**config.mk**
```make
export PLATFORM = sky130hd
export DESIGN_NAME = gon_mcast_buffered_ctrl
export DESIGN_NICKNAME = d
export VERILOG_FILES = /design/src/rtl/gon_mcast_buffered_ctrl.sv
export SDC_FILE = /design/constraint.sdc
export NUM_CORES = 1
export LEC_CHECK = 0
export CORE_AREA = 4 4 133 135
export DETAILED_ROUTE_END_ITERATION = 8
export DIE_AREA = 0 0 137 139
export PLACE_DENSITY = 0.6
export SYNTH_ARGS = -nofsm -noshare
export SYNTH_HDL_FRONTEND = slang
export SYNTH_SLANG_ARGS = --single-unit
```
**constraint.sdc**
```tcl
create_clock -name clk -period 2.8 [get_ports clk]
set_input_delay 0.28 -clock clk [delete_from_list [all_inputs] [get_ports clk]]
set_output_delay 0.28 -clock clk [all_outputs]
set_load 0.02 [all_outputs]
```
**src/rtl/gon_mcast_buffered_ctrl.sv**
```systemverilog
// Buffered multicast tap for the GON X/Y buses: tag/ID/mask match with optional
// broadcast, accepted payloads queued in a first-word-fall-through FIFO toward the PE.
module gon_mcast_buffered_ctrl #(
  parameter int unsigned ID_LEN    = 4,
  parameter int unsigned VALUE_LEN = 32,
  parameter int unsigned DEPTH     = 4,
  parameter int unsigned CNT_LEN   = 16,
  parameter bit          BCAST_EN  = 1'b1,
  parameter int unsigned MA_X      = 0,
  parameter int unsigned MA_Y      = 0
) (
  input  logic                               clk,
  input  logic                               rst,
  input  logic                               set_id,
  input  logic [ID_LEN-1:0]                  id_in,
  input  logic [ID_LEN-1:0]                  mask_in,
  output logic [ID_LEN-1:0]                  id,
  output logic [ID_LEN-1:0]                  mask,
  input  logic [ID_LEN-1:0]                  tag,
  input  logic                               in_valid,
  output logic                               in_ready,
  output logic                               hit,
  input  logic [VALUE_LEN-1:0]               value_in,
  output logic                               out_valid,
  input  logic                               out_ready,
  output logic [VALUE_LEN-1:0]               value_out,
  output logic [$clog2(DEPTH+1)-1:0]         level,
  output logic [CNT_LEN-1:0]                 pkt_cnt
);

  localparam int unsigned PTR_W = $clog2(DEPTH);
  localparam int unsigned LVL_W = $clog2(DEPTH+1);

  logic [VALUE_LEN-1:0] mem [DEPTH];
  logic [PTR_W-1:0]     wr_ptr;
  logic [PTR_W-1:0]     rd_ptr;
  logic                 full;
  logic                 push;
  logic                 pop;
  logic                 tag_match;
  logic                 bcast;

  // Machine address is carried for debug visibility only.
  logic [63:0] unused_ma;
  assign unused_ma = {32'(MA_X), 32'(MA_Y)};

  // Destination match; a non-target never stalls the shared bus.
  assign tag_match = (((tag ^ id) & mask) == '0);
  assign bcast     = BCAST_EN && (&tag);
  assign hit       = tag_match | bcast;
  assign full      = (level == LVL_W'(DEPTH));
  assign in_ready  = ~set_id & (~hit | ~full);
  assign push      = in_valid & hit & ~full & ~set_id;

  assign out_valid = (level != '0);
  assign pop       = out_valid & out_ready;
  assign value_out = out_valid ? mem[rd_ptr] : '0;

  // ID and group mask; reset to exact match on ID 0.
  always_ff @(posedge clk) begin
    if (rst) begin
      id   <= '0;
      mask <= '1;
    end else if (set_id) begin
      id   <= id_in;
      mask <= mask_in;
    end
  end

  // Pointers wrap naturally since DEPTH is a power of two.
  always_ff @(posedge clk) begin
    if (rst) begin
      wr_ptr <= '0;
      rd_ptr <= '0;
      level  <= '0;
    end else begin
      if (push) wr_ptr <= wr_ptr + PTR_W'(1);
      if (pop)  rd_ptr <= rd_ptr + PTR_W'(1);
      case ({push, pop})
        2'b10:   level <= level + LVL_W'(1);
        2'b01:   level <= level - LVL_W'(1);
        default: level <= level;
      endcase
    end
  end

  always_ff @(posedge clk) begin
    if (push) mem[wr_ptr] <= value_in;
  end

  // Saturating accepted-packet counter.
  always_ff @(posedge clk) begin
    if (rst) begin
      pkt_cnt <= '0;
    end else if (push && (pkt_cnt != '1)) begin
      pkt_cnt <= pkt_cnt + CNT_LEN'(1);
    end
  end

endmodule

```
**After elaboration in Yosys (flattened, before gate mapping)**

Memory sizes are Yosys's and may differ from the RTL's. A register that Yosys moved wholly into a read port is not among the register bits.
Cells that the tools add are included.
W data, S select, Z words.

- Memories kept: 1
- Output and inout port bits: 62
- Bits of input ports: 49
- Memory bits (writable): 128
- Logic and storage cells: 39
- Flip-flop bits (word level): 31

- $add $sub $neg: 5
- Reduce and logical (&&, ||, !) cells: 5
- Bitwise operators: 12
- Muxes and demuxes: 6
- Equality and inequality tests: 4

Memories:

| name | words | width | read ports | clocked after memory_dff | write ports | RTL line | source |
|---|---|---|---|---|---|---|---|
| mem | 4 | 32 | 1 | 1 | 1 | 34 | `logic [VALUE_LEN-1:0] mem [DEPTH];` |

Operator list:

| cell | number |
|---|---|
| $mux W32 | 1 |
| $add A16 B1 Y16 const B | 1 |
| $ne A16 B16 Y1 const B | 1 |
| $pmux W3 S2 | 1 |
| $and A1 B1 Y1 | 5 |
| $add A2 B1 Y2 const B | 2 |
| $and A4 B4 Y4 | 1 |
| $logic_not A4 Y1 | 1 |
| $mux W2 | 2 |
| $reduce_and A4 Y1 | 1 |
| $xor A4 B4 Y4 | 1 |
| $add A3 B1 Y3 const B | 1 |
| $eq A3 B3 Y1 const B | 1 |
| $not A1 Y1 | 3 |
| $reduce_bool A3 Y1 | 1 |
| $sub A3 B1 Y3 const B | 1 |
| $eq A2 B1 Y1 const B | 1 |
| $eq A2 B2 Y1 const B | 1 |
| $mux W1 | 2 |
| $or A1 B1 Y1 | 2 |
| $reduce_bool A2 Y1 | 1 |
| $logic_and A1 B1 Y1 | 1 |

**Depth between registers and ports, before layout**

- Depth after elaboration: 9
- Gate-level depth with buffers: 12
- Depth with buffers taken out: 11

**Worst setup path before layout**

Ideal clock, no wire load.

- Kind: register to register
- From: register id[2]
- To: register level[2]
- Period minus slack after synthesis: 2,684 ps
- Cell stages (with the launch flop): 13
- Arrival time: 2,613 ps
- Slack: 116 ps
- Cell sequence: dfxtp_1 -> xor2_1 -> a22oi_1 -> a21oi_1 -> clkbuf_1 -> nor2_1 -> inv_1 -> ha_1 -> inv_1 -> fa_1 -> xor2_1 -> or3_1 -> a21oi_1

- Longest elaborated chain between the ends: 9
- Elaborated cells between the ends (all ways): 11
- Classes of those cells: eq/ne: 2; mux: 1; bitwise: 6; reduce/logical: 2

RTL lines:

| what | RTL line | source |
|---|---|---|
| start: declaration | 17 | `output logic [ID_LEN-1:0] id,` |
| start signal: assignment | 65 | `id <= id_in;` |
| $xor A4 B4 Y4 (*) | 48 | `assign tag_match = (((tag ^ id) & mask) == '0);` |
| $and A4 B4 Y4 (*) | 48 |  |
| $logic_not A4 Y1 (*) | 48 |  |
| $or A1 B1 Y1 (*) | 50 | `assign hit = tag_match \| bcast;` |
| $and A1 B1 Y1 (*) (3 in series) | 53 | `assign push = in_valid & hit & ~full & ~set_id;` |
| $eq A2 B1 Y1 / $eq A2 B2 Y1 (equally long branches) | 79 | `case ({push, pop})` |
| $pmux W3 S2 / $reduce_bool A2 Y1 (equally long branches) | - |  |
| end signal: assignment | 80 | `2'b10: level <= level + LVL_W'(1);` |
| end signal: assignment | 81 | `2'b01: level <= level - LVL_W'(1);` |
| end signal: assignment | 82 | `default: level <= level;` |
| end: declaration | 27 | `output logic [$clog2(DEPTH+1)-1:0] level,` |

Mark *: on every way between the ends. The rest lies on a longest branch, timed or not.
A chain may end at the register's enable or synchronous reset.

==> flow_summary_export.csv <==
group,metric,value,unit
status,status,"finished, final reports clean",
synthesis,synth-seq-cells,161,
detailed_routing,dr_total_vias,3822,
synthesis,yosysMostFrequentCell,"edfxtp_1",
cells_and_area,nNetsFinal,576,
timing,worst_slew_pin_slew,1020,ps
timing,skew,8.37,ps
critical_path,cp_cell_sequence,"buf_12 -> mux4_2 -> and2_1 -> clkdlybuf4s50_1",
floorplan,coreArea,0.0165,mm2
critical_path,worst_setup_path_end_kind,"output port",
synthesis,synthFlopType,"edfxtp_1",
cells_and_area,syn_to_final_growth,31.5,%
clock_tree,h-tree-depth,4,
hold_path,min_to,"mask[3]",
synthesis,synth_compound_area_share,4.31,%
timing,hold_viol_final,0,
synthesis,synth-simple-area-share,9.96,%
timing,slew_viol_final,0,
synthesis,synth_adder_area_share,1.46,%
critical_path,start_kind,"register",
synthesis,synth_edf_count,128,
critical_path,reg2reg_to,"level[2]",
synthesis,synth_xor_area_share,1.08,%
detailed_routing,ant_nets,0,
cells_and_area,final_cells,753,
clock_tree,clk_pin_slew,60,ps
placement,placed_cell_area,0.00798,mm2
clock_tree,clk_path_buf_depth,2,
clock_tree,post_cts_buffers,0,
critical_path,crit_slowest_cell,"clkdlybuf4s50_1",
hold_path,holdPathStages,2,
timing,report.final.setup_viol,0,
placement,place_ws,128,ps
pwr,p_leak,2.79,nW
floorplan,die_w,137,um
grt,grt_pass1_wl,21400,um
critical_path,critPathTopFamily,"buffers and inverters",
cells_and_area,drive_above_1_share,17.8,%
detailed_routing,viasPerCell,5.08,
grt,antenna_found_initial,1,
clock_tree,clockRootBuffer,"clkbuf_16",
clock_tree,hold_buffers,0,
grt,grt_pass1_vias,4014,
synthesis,synth_top_cell_area_share,59.0,%
timing,maxSlewHeadroom,31.7,%
detailed_routing,first_pass_iters,6,
timing,grt_setup_unrepaired,"no",
timing,fmax,0.386,GHz
detailed_routing,post_drt_wl_per_cell,17.6,um
clock_tree,cts_tree,"built",
placement,hpwlAfterDp,8710,um
grt,grt_overflow,0,
job,maxCapViolCount,0,
timing,setup_tns,0,ps
critical_path,path_buf_inv,2,
pwr,total_power,5.55,mW
cells_and_area,design_area,0.00856,mm2
critical_path,cp.arrival,2310,ps
synthesis,seq_area_frac_synth,69.2,%
detailed_routing,drc,0,
synthesis,synthArstFlopShare,0,%
floorplan,start_util,39.5,%
synthesis,synth_area_leaders,"edfxtp_1 59%, mux4_2 11%, dfxtp_1 10%",
floorplan,rows,47,
grt,grt_util_all_layers,14.6,%
synthesis,netlist_area,0.00651,mm2
clock_tree,worstSkewPairLatency,410,ps
floorplan,die-area,0.0190,mm2
detailed_routing,dr.first_iter.drc_count,159,
timing,fin_ws,211,ps
critical_path,worst-setup-path-type,"reg2out",
synthesis,synthMuxAreaShare,12.4,%
synthesis,synthesis.nets,449,
hold_path,hp-start,"mask_in[3]",
grt,grt_start_max_net_pins,34,
critical_path,slowest_delay,550,ps
pwr,powerDensity,648,mW/mm2
synthesis,yosys-top-cells-count,"128 x edfxtp_1, 38 x and2_1, 33 x dfxtp_1",
hold_path,hold_path_class,"in2reg",
synthesis,synthDistinctLibCells,39,
critical_path,required,2520,ps
clock_tree,clock-sinks,161,
placement,place.gp.congestion,0.762,
placement,portBuffers,110,
critical_path,path_max_fanout,32,
synthesis,synth_area_per_cell,16.6,um2
synthesis,yosys.area.top_type,"edfxtp_1",
timing,fin_crit,2590,ps
timing,fin_crit_sh,92.5,%
floorplan,die_height,139,um
critical_path,timing.rr.start,"level[0]",
synthesis,yosys_warnings,0,
placement,dp.cells,721,
synthesis,synth_cells,393,
cells_and_area,diodes,0,
clock_tree,numCtsBuffers,17,
pwr,ir_drop,0.423,mV
floorplan,io_pins,111,
detailed_routing,wl,13200,um
synthesis,synth_top_family_by_area,"multiplexers",
critical_path,r2r_slack,350,ps
critical_path,reg2reg_depth,10,
[cell families (layout without fill, tap and decap cells)]
group / after synthesis / count (layout)
and+or+nand+nor: 108 / 108
AOI/OAI and AO/OA: 42 / 42
DFF: 161 / 161
adders and majority gates: 7 / 7
buffers and inverters: 27 / 167
xor gates and xnor gates: 8 / 8
muxes: 40 / 40
[routing by layer]
layer | vias up | routed length, um | track usage (%)
li1 | 1787 | - | -
met1 | 1922 | 5740 | 18.9
met2 | 101 | 6580 | 23.6
met3 | 10 | 794 | 5.01
met4 | 2 | 101 | 3.78
met5 | - | 12 | 0
[how the worst max path moves through the flow]
stage | startpoint | cells past startpoint | endpoint
floorplan | id[2] | 12 | level[2]
global placement | tag[2] | 8 | in_ready
detailed placement | tag[1] | 8 | in_ready
CTS | id[2] | 7 | in_ready
global route | level[2] | 10 | level[2]
finish | register | 4 | value_out[31]
[layout make-up]
cell class,instances,area (um2)
clock buffers,18,429
fillers,1386,7910
repair buffers,128,1270
inverters,7,26.3
flip-flops and latches,161,4510
clock inverters,14,149
multi-input cells,205,1910
well taps,220,275
[worst register-to-register path, stage by stage, from the launching register on]
cell	delay, ps
dfxtp_1	360
nor3b_1	460
or3b_1	220
nor2_1	90
inv_1	70
ha_1	170
inv_1	60
fa_1	370
xor2_1	150
or3_1	300
a21oi_1	140
[registers in the layout (all words and copies together), names as in the netlist, named ones only]
register,cells
rd_ptr,2
id,4
mem,128
pkt_cnt,16
level,3
mask,4
wr_ptr,2
[per-stage QoR]
| step | hold WS [ps] | util [%] |
|---|---|---|
| 4_1_cts | 433 | 52.0 |
| 5_1_grt | 433 | 52.0 |
| 2_1_floorplan | 379 | - |
| 6_report | 450 | 52.0 |
| 3_3_place_gp | 488 | 48.4 |
| 3_5_place_dp | 504 | 48.4 |
[power by group]
part	total, mW	leakage (nW)	internal (mW)	switching [mW]
clock network	2.21	0.277	1.26	0.957
logic	0.707	1.09	0.361	0.347
registers	2.63	1.42	2.61	0.0199
total	5.55	2.79	4.23	1.32
[placed cells by master (no fill, tap or decap), types with 4 or more instances in the layout]
cell / instances
a211o_1: 4
a21oi_1: 14
and2_1: 34
and2_2: 4
and4_1: 4
buf_4: 15
clkbuf_16: 17
clkdlybuf4s50_1: 109
clkinv_4: 5
dfxtp_1: 31
edfxtp_1: 128
ha_1: 6
inv_1: 7
mux2i_1: 5
mux4_2: 32
nand2_1: 5
nand3_1: 4
nand4_1: 6
nor2_1: 16
nor2b_1: 7
nor3b_1: 4
nor4_1: 4
o21ai_0: 6
o31ai_1: 5
or3_1: 6
or4_1: 6
xor2_1: 7
[repair_timing]
action / 4_1_cts / 5_1_grt
endpoints found under the setup margin: 0 / 1
resized for setup: 0 / 2
endpoints found under the hold margin: 0 / 0
Note: power is estimated with default switching activity, not from simulation.
